`src/rtl/arcade_input_pkg.sv`:
```
// Shared types and constants for the arcade control conditioner.
// Latency: none (definitions only).
// Backpressure: none.
package arcade_input_pkg;

    typedef enum logic [1:0] {
        IDLE = 2'd0,
        HIGH = 2'd1,
        GAP  = 2'd2
    } coin_state_t;

    localparam int BTN_COIN   = 0;
    localparam int BTN_START1 = 1;
    localparam int BTN_START2 = 2;
    localparam int BTN_FIRE   = 3;
    localparam int BTN_LEFT   = 4;
    localparam int BTN_RIGHT  = 5;
    localparam int NUM_BTN    = 6;

endpackage

```
`src/rtl/input_debounce.sv`:
```
// One control bit: 2-FF synchroniser, tick-counted debounce, stable level register.
// Latency: 2 cycles to sync, then DEBOUNCE_TICKS ticks of disagreement before stable follows.
// Backpressure: none; raw input is free-running.
module input_debounce #(
    parameter int DEBOUNCE_TICKS = 5
) (
    input  logic clk_sys,
    input  logic rst_n,
    input  logic raw_i,
    input  logic tick_i,
    output logic stable_o
);

    localparam logic [7:0] CNT_LAST = 8'(DEBOUNCE_TICKS - 1);

    logic       meta_q;
    logic       sync_q;
    logic       stable_q, stable_d;
    logic [7:0] cnt_q, cnt_d;

    // Count ticks of disagreement; any agreement wipes the count so short glitches die out.
    always_comb begin
        stable_d = stable_q;
        cnt_d    = cnt_q;
        if (sync_q == stable_q) begin
            cnt_d = '0;
        end else if (tick_i) begin
            if (cnt_q == CNT_LAST) begin
                stable_d = sync_q;
                cnt_d    = '0;
            end else begin
                cnt_d = cnt_q + 8'd1;
            end
        end
    end

    // Synchroniser chain plus debounce state.
    always_ff @(posedge clk_sys or negedge rst_n) begin
        if (!rst_n) begin
            meta_q   <= 1'b0;
            sync_q   <= 1'b0;
            stable_q <= 1'b0;
            cnt_q    <= '0;
        end else begin
            meta_q   <= raw_i;
            sync_q   <= meta_q;
            stable_q <= stable_d;
            cnt_q    <= cnt_d;
        end
    end

    assign stable_o = stable_q;

endmodule

```
`src/rtl/arcade_input_cond.sv`:
```
// Conditions six cabinet controls for the game core: debounce, L/R resolve, coin pulse shaping.
// Latency: sync 2 + debounce ticks + 1 output register; coin pulse starts 2 cycles after stable rise.
// Backpressure: none; up to 3 coins queue during a pulse, further presses are dropped.
module arcade_input_cond
    import arcade_input_pkg::*;
#(
    parameter int TICK_DIV        = 10000,
    parameter int DEBOUNCE_TICKS  = 5,
    parameter int COIN_HIGH_TICKS = 80,
    parameter int COIN_LOW_TICKS  = 80
) (
    input  logic               clk_sys,
    input  logic               rst_n,
    input  logic [NUM_BTN-1:0] btn_raw,
    output logic               coin,
    output logic               sel1_n,
    output logic               sel2_n,
    output logic               fire_n,
    output logic               left_n,
    output logic               right_n,
    output logic [1:0]         coin_pending,
    output logic               coin_busy
);

    localparam int              PW         = $clog2(TICK_DIV);
    localparam logic [PW-1:0]   PRESC_LAST = PW'(TICK_DIV - 1);
    localparam logic [15:0]     HIGH_LAST  = 16'(COIN_HIGH_TICKS - 1);
    localparam logic [15:0]     LOW_LAST   = 16'(COIN_LOW_TICKS - 1);

    logic [PW-1:0]      presc_q, presc_d;
    logic               tick;
    logic [NUM_BTN-1:0] stable;

    logic               sel1_n_q, sel2_n_q, fire_n_q, left_n_q, right_n_q;
    logic               coin_prev_q;
    logic               coin_rise;
    logic               dequeue;
    logic [1:0]         pending_q, pending_d;
    coin_state_t        state_q;
    logic [15:0]        timer_q;
    logic               coin_q;

    assign tick    = (presc_q == PRESC_LAST);
    assign presc_d = tick ? '0 : presc_q + 1'b1;

    // Free-running timebase shared by all debouncers and the coin timer.
    always_ff @(posedge clk_sys or negedge rst_n) begin
        if (!rst_n) presc_q <= '0;
        else        presc_q <= presc_d;
    end

    for (genvar i = 0; i < NUM_BTN; i++) begin : g_btn
        input_debounce #(
            .DEBOUNCE_TICKS(DEBOUNCE_TICKS)
        ) u_db (
            .clk_sys (clk_sys),
            .rst_n   (rst_n),
            .raw_i   (btn_raw[i]),
            .tick_i  (tick),
            .stable_o(stable[i])
        );
    end

    // Core-polarity outputs; pressing both directions reads as neither.
    always_ff @(posedge clk_sys or negedge rst_n) begin
        if (!rst_n) begin
            sel1_n_q  <= 1'b1;
            sel2_n_q  <= 1'b1;
            fire_n_q  <= 1'b1;
            left_n_q  <= 1'b1;
            right_n_q <= 1'b1;
        end else begin
            sel1_n_q  <= ~stable[BTN_START1];
            sel2_n_q  <= ~stable[BTN_START2];
            fire_n_q  <= ~stable[BTN_FIRE];
            left_n_q  <= ~(stable[BTN_LEFT] & ~stable[BTN_RIGHT]);
            right_n_q <= ~(stable[BTN_RIGHT] & ~stable[BTN_LEFT]);
        end
    end

    assign coin_rise = stable[BTN_COIN] & ~coin_prev_q;
    assign dequeue   = (state_q == IDLE) && (pending_q != 2'd0);

    // Queue count: a rise and a dequeue in the same cycle cancel out.
    always_comb begin
        pending_d = pending_q;
        if (coin_rise && !dequeue) begin
            if (pending_q != 2'd3) pending_d = pending_q + 2'd1;
        end else if (dequeue && !coin_rise) begin
            pending_d = pending_q - 2'd1;
        end
    end

    // Coin edge history and queued coin count.
    always_ff @(posedge clk_sys or negedge rst_n) begin
        if (!rst_n) begin
            coin_prev_q <= 1'b0;
            pending_q   <= 2'd0;
        end else begin
            coin_prev_q <= stable[BTN_COIN];
            pending_q   <= pending_d;
        end
    end

    // Coin pulse shaper: fixed high time then fixed low gap, counted in ticks.
    always_ff @(posedge clk_sys or negedge rst_n) begin
        if (!rst_n) begin
            state_q <= IDLE;
            timer_q <= '0;
            coin_q  <= 1'b0;
        end else begin
            case (state_q)
                IDLE: begin
                    if (pending_q != 2'd0) begin
                        state_q <= HIGH;
                        coin_q  <= 1'b1;
                        timer_q <= '0;
                    end
                end
                HIGH: begin
                    if (tick) begin
                        if (timer_q == HIGH_LAST) begin
                            state_q <= GAP;
                            coin_q  <= 1'b0;
                            timer_q <= '0;
                        end else begin
                            timer_q <= timer_q + 16'd1;
                        end
                    end
                end
                GAP: begin
                    if (tick) begin
                        if (timer_q == LOW_LAST) begin
                            state_q <= IDLE;
                            timer_q <= '0;
                        end else begin
                            timer_q <= timer_q + 16'd1;
                        end
                    end
                end
                default: begin
                    state_q <= IDLE;
                    coin_q  <= 1'b0;
                    timer_q <= '0;
                end
            endcase
        end
    end

    assign coin         = coin_q;
    assign coin_busy    = (state_q != IDLE);
    assign coin_pending = pending_q;
    assign sel1_n       = sel1_n_q;
    assign sel2_n       = sel2_n_q;
    assign fire_n       = fire_n_q;
    assign left_n       = left_n_q;
    assign right_n      = right_n_q;

endmodule
```
`config.mk`:
```
export PLATFORM = sky130hd
export DESIGN_NAME = arcade_input_cond
export DESIGN_NICKNAME = d
export VERILOG_FILES = /design/src/rtl/arcade_input_pkg.sv /design/src/rtl/input_debounce.sv /design/src/rtl/arcade_input_cond.sv
export SDC_FILE = /design/constraint.sdc
export NUM_CORES = 1
export LEC_CHECK = 0
export ABC_AREA = 1
export BUFFER_PORTS_ARGS = -buffer_cell sky130_fd_sc_hd__buf_2
export CAP_MARGIN = 20
export CORE_MARGIN = 2
export CORE_UTILIZATION = 45
export DETAILED_ROUTE_END_ITERATION = 10
export PLACE_DENSITY = 0.71
export SLEW_MARGIN = 20
export SYNTH_ARGS = -nofsm -noshare
export SYNTH_HDL_FRONTEND = slang
export SYNTH_HIERARCHICAL = 1
export SYNTH_SLANG_ARGS = --single-unit
```
`constraint.sdc`:
```
create_clock -name clk_sys -period 2.6 [get_ports clk_sys]
set_input_delay 0.52 -clock clk_sys [delete_from_list [all_inputs] [get_ports clk_sys]]
set_output_delay 0.52 -clock clk_sys [all_outputs]
set_load 0.05 [all_outputs]
```
* After elaboration in Yosys (flattened, before gate mapping)
Index checks and enable logic that the tools add are counted.
** Operators by class
- Add/sub/neg operators :: 10
- Muxes and demuxes :: 36
- Reductions and logical operators :: 26
- Bitwise logic cells :: 18
- Eq/ne operators :: 24
** Operators with widths (count)
- $mux W8 :: 18
- $add A8 B1 Y8 const B :: 6
- $eq A8 B3 Y1 const B :: 6
- $mux W16 :: 3
- $pmux W16 S2 :: 1
- $reduce_and A3 Y1 :: 6
- $reduce_bool A2 Y1 :: 9
- $add A16 B1 Y16 const B :: 1
- $eq A16 B7 Y1 const B :: 1
- $mux W2 :: 8
- $not A1 Y1 :: 15
- $add A14 B1 Y14 const B :: 1
- $eq A14 B14 Y1 const B :: 1
- $mux W14 :: 1
- $ne A2 B2 Y1 const B :: 5
- $eq A1 B1 Y1 :: 6
- $ne A2 B1 Y1 const B :: 3
- $pmux W2 S3 :: 1
- $reduce_and A5 Y1 :: 1
- $reduce_and A2 Y1 :: 2
- $reduce_and A4 Y1 :: 1
- $and A1 B1 Y1 :: 3
- $logic_and A1 B1 Y1 :: 3
- $mux W1 :: 3
- other kinds (8) :: 9
** Word-level totals
- Logic and storage cells :: 149
- Output and inout bits :: 9
- Register bits after elaboration :: 107
- Input port bits :: 8

* Depth between registers and ports, before layout
- Word-level depth :: 6
- Gate-level depth with buffers :: 10
- Mapped depth without buffers :: 10

* Cells and area by module
Netlist, hierarchy kept.
** By module, submodules not included
- input_debounce :: times used 6, sequential area each 275.3 µm², cells an instance 79, area each 590.6 µm²
- arcade_input_cond :: times used 1, sequential area each 1032.2 µm², cells an instance 306, area each 2327.2 µm²

* Least setup slack after synthesis
No wires, ideal clock.
- Kind :: flip-flop to flip-flop
- Start point :: register presc_q[0]
- End point :: register g_btn[0].u_db.cnt_q[5]
- Setup time :: 65 ps
- Clock period less this slack :: 2023 ps
- Stages on the path, launching flop included :: 10
- Buffers on the path :: 0
- Slack :: 577 ps
- Arrival time :: 1958 ps
- Cell sequence :: dfrtp_1 -> ha_1 -> nand3_1 -> inv_1 -> nand3_1 -> nor2_4 -> nand3_1 -> nor2_4 -> nand3_1 -> nand2_1
** Between the ends
- Cells in the longest elaborated chain, start to end :: 2
** Ends and longest elaborated chain
- from (decl) :: RTL line arcade_input_cond.sv:30 : logic [PW-1:0] presc_q, presc_d;
- from (signal assigned) :: RTL line arcade_input_cond.sv:49 : else presc_q <= presc_d;
- $eq A14 B14 Y1 :: RTL line arcade_input_cond.sv:43 : assign tick = (presc_q == PRESC_LAST);
- named net tick :: RTL line arcade_input_cond.sv:31 : logic tick;
- $reduce_bool A2 Y1 (no line)
- to (signal assigned) :: RTL line input_debounce.sv:48 : cnt_q <= cnt_d;
- to (decl) :: RTL line input_debounce.sv:19 : logic [7:0] cnt_q, cnt_d;
The timed path passes the listed nets, and every way through them passes these cells.
A chain may end at the register's enable or synchronous reset.

* Worst setup path after layout
- Start point :: register presc_q[0]
- End point :: register g_btn[1].u_db.cnt_q[1]
** Between the ends
- Cells in the longest elaborated chain, start to end :: 2
** Ends and longest elaborated chain (RTL line)
- $eq A14 B14 Y1 :: arcade_input_cond.sv:43
- named net tick :: arcade_input_cond.sv:31
- $reduce_bool A2 Y1 (no line)
- to (signal assigned) :: input_debounce.sv:48
- to (decl) :: input_debounce.sv:19
The timed path passes the listed nets, and every way through them passes these cells.

==> results.md <==
- Status: complete, no violations
- Total detailed-routing wirelength: 10800 um
- Minimum clock period: 2.20 ns
- Synth warn: 6
- CTS Buf Count: 9
- Worst Max-Slew Pin Slew: 0.556 ns
- Syn Nets: 805
- RR Endpoint: g_btn[1].u_db/cnt_q[1]
- Layout Skew: 0.00765 ns
- Cell Chain, Critical Path: ha_1 -> nand3_1 -> inv_1 -> nand3_1 -> nor2_4 -> nand3_1 -> nor2_4 -> nand2_1 -> o21ai_0
- WS Path Type: reg2reg
- CTS tree: yes
- Worst r2r src: presc_q[0]
- WHS: 0.154 ns
- Synth Instances: 780
- Final Hold Fails: 0
- Clk pwr share: 0.442
- CP peak stage delay: 0.50 ns
- Clock input transition at the sequential cells of the worst setup and hold paths: 0.07 ns
- Tcrit/Tclk final: 0.844
- RSZ-0062 raised after global routing: no
- Initial antenna violation count: 0
- Rows: 41
- WP data required: 2.87 ns
- Final setup TNS: 0 ns
- Pwr Density: 481 nW/um^2
- Critical path buffer and inverter count: 1
- Routed length per instance: 10.9 um
- Worst setup SP type: flip-flop
- Number of port buffers: 16
- Fin nets: 835
- Residual DRC: 0
- Final core occ: 0.513
- Area leader, netlist: dfrtp_1
- GP Congestion: 0.858
- Worst-case reg-to-reg path depth: 9
- CTS sink cnt: 107
- Cell mode on critical path: nand3_1
- Yosys reg bits: 107
- Count leader, synth: nand2_1
- Main area contributors after synthesis: dfrtp_1, nand2_1, nand3_1
- Final ANT Viol Nets: 0
- Async SR Flop Fraction: 1.00
- Number of flops mapped to enable cells by yosys: 0
- First-pass GRT wire length: 19100 um
- Largest net degree at the start of global routing: 45
- Die height: 118 um
- Sequential-to-total area share from yosys stat: 0.457
- Total core area: 12700 sq um
- Area delta synth->final: 10.8%
- Comb pwr share: 0.022
- Cell Int Power: 2470 uW
- Hold Buf Count CTS: 0
- Final setup viols: 0
- Tot GR Track Use: 0.164
- Avg Cell Area, Syn: 7.53 sq um
- Final setup margin: 0.405 ns
- Clk root buf: clkbuf_16
- Hpwl dp: 7720 um
- Post-CTS resize count: 0
- Critical path peak fanout: 17
- Post-place setup slack: 0.431 ns
- Peak supply drop: 0.459 mV
- CP max stage cell: nor2_4
- Post-synth cell types: 28
- Gr ovfl total: 0
- Die area: 14000 sq um
- Initial Util: 0.463
- Setup slack, reg-to-reg: 0.40 ns
- Predominant post-synthesis flop cell: dfrtp_1
- H-tree levels: 3
- Skew-Pair Late Insertion Delay: 0.35 ns
- Number of global-route vias before repair: 4373
- Vias post-DR: 4710
- Seq pwr share: 0.536
- I/O pin count: 17
- FMAX: 456 MHz
- Most frequent cells after synthesis: nand2_1, inv_1, dfrtp_1
- Diode count: 0
- Slew HR: 0.629
- Via density: 4.77
- Switch share: 0.212
- Longest Clk Path Bufs: 2
- Critical Path AT: 2.47 ns
- Max Slew Vio Count: 0
- Post-CTS Setup Bufs: 0
- NetSw: 662 uW
- # Max-Cap Violations: 0
- Share of post-route cells with drive strength above 1: 0.103
- CP Capture Type: flip-flop
- Leakage: 0.00318 uW
- Hold Path Class: in2async
- Synthesized cell area: 5870 sq um
- 1st-iter DRT viols: 332
- Dominant delay contributor by cell family on the critical path: simple AND/OR/NAND/NOR gates
- Die W: 118 um
- Share of the synthesized area in the top cell type: 0.435
- Pre-antenna DRT Iters: 5
worst register-to-register path, cell delays in order, from the launching register on:
cell     delay [ns]
dfrtp_1        0.37
ha_1           0.19
nand3_1        0.12
inv_1          0.13
nand3_1        0.19
nor2_4         0.50
nand3_1        0.22
nor2_4         0.24
nand2_1        0.08
o21ai_0        0.08
cell usage in the layout (no fill, tap or decap):
cell type,synthesis,layout
a21oi_4,1,1
clkbuf_8,0,1
nand3_1,94,94
inv_2,6,6
o22ai_1,3,3
dfrtp_1,102,102
buf_12,0,1
o21ai_0,43,43
nand2_2,1,1
nor2_1,72,72
o21ai_2,9,9
xor2_1,16,16
clkinvlp_4,0,1
ha_1,17,17
o21ai_1,7,7
nand4_1,6,6
clkinv_4,0,1
nor2_2,8,8
dfstp_2,5,5
clkinv_2,0,1
nor2_4,13,13
and2_1,1,1
buf_4,0,7
or2_2,2,2
nor3_1,6,6
buf_2,1,15
inv_6,0,1
clkbuf_16,0,9
a22oi_1,1,1
o21bai_1,1,1
inv_4,1,1
bufinv_16,0,1
nand2_1,242,242
clkbuf_1,1,1
a21oi_1,8,8
inv_1,111,111
kinds of logic after synthesis:
kind of cell	count (synthesis)	synth area share
buffers and inverters	122	0.0812
AOI/OAI and AO/OA	73	0.0714
xor gates and xnor gates	16	0.0239
DFF	107	0.457
and+or+nand+nor	445	0.330
adders and majority gates	17	0.0362
layer usage:
metal	wire [um]	GRT usage	share of wire
met2	5010	0.269	0.46
met4	167	0.0497	0.016
met5	0	0	0
met3	329	0.0454	0.031
met1	5270	0.212	0.49
cell type report:
class	instances	area (sq um)
fill	1213	6170
multi-input combinational	551	2710
sequential	107	2680
inverter	118	445
clock buffer	11	243
tap	172	215
timing repair buffer	23	148
clock inverter	5	60.1
power by group through the flow:
stage | combinational [uW] | sequential [uW] | clock [uW]
floorplan | 21.8 | 1710 | 0
global placement | 72.8 | 1710 | 0
detailed placement | 73.1 | 1710 | 0
CTS | 73.5 | 1680 | 1420
global route | 83.0 | 1680 | 1490
finish | 69.7 | 1680 | 1380
how the worst max path moves through the flow:
| stage | to | cells after the start | slack [ns] | from |
|---|---|---|---|---|
| 3_3_place_gp | g_btn[0].u_db/cnt_q[7] | 9 | 0.49 | presc_q[0] |
| 5_1_grt | g_btn[1].u_db/cnt_q[1] | 9 | 0.12 | presc_q[0] |
| 6_report | g_btn[1].u_db/cnt_q[1] | 9 | 0.40 | presc_q[0] |
| 2_1_floorplan | g_btn[0].u_db/cnt_q[5] | 9 | 0.58 | presc_q[0] |
| 4_1_cts | g_btn[0].u_db/cnt_q[5] | 9 | 0.40 | presc_q[0] |
| 3_5_place_dp | g_btn[1].u_db/cnt_q[4] | 9 | 0.43 | presc_q[0] |
registers in the layout, summed over array words and instances (netlist names), 2 cells and up:
| register | flops |
|---|---|
| coin_pending | 2 |
| g_btn.u_db/meta_q | 6 |
| g_btn.u_db/cnt_q | 48 |
| state_q | 2 |
| g_btn.u_db/stable_o | 6 |
| presc_q | 14 |
| timer_q | 16 |
| g_btn.u_db/sync_q | 6 |
metrics by stage:
step / total power, uW / cell area, sq um / cells
after floorplan: 1730 / 5870 / 780
after global placement: 1780 / 6200 / 971
after detailed placement: 1780 / 6200 / 971
after CTS: 3170 / 6500 / 987
after global routing: 3250 / 6500 / 987
final: 3130 / 6500 / 987
(Power assumes the default switching activity.)
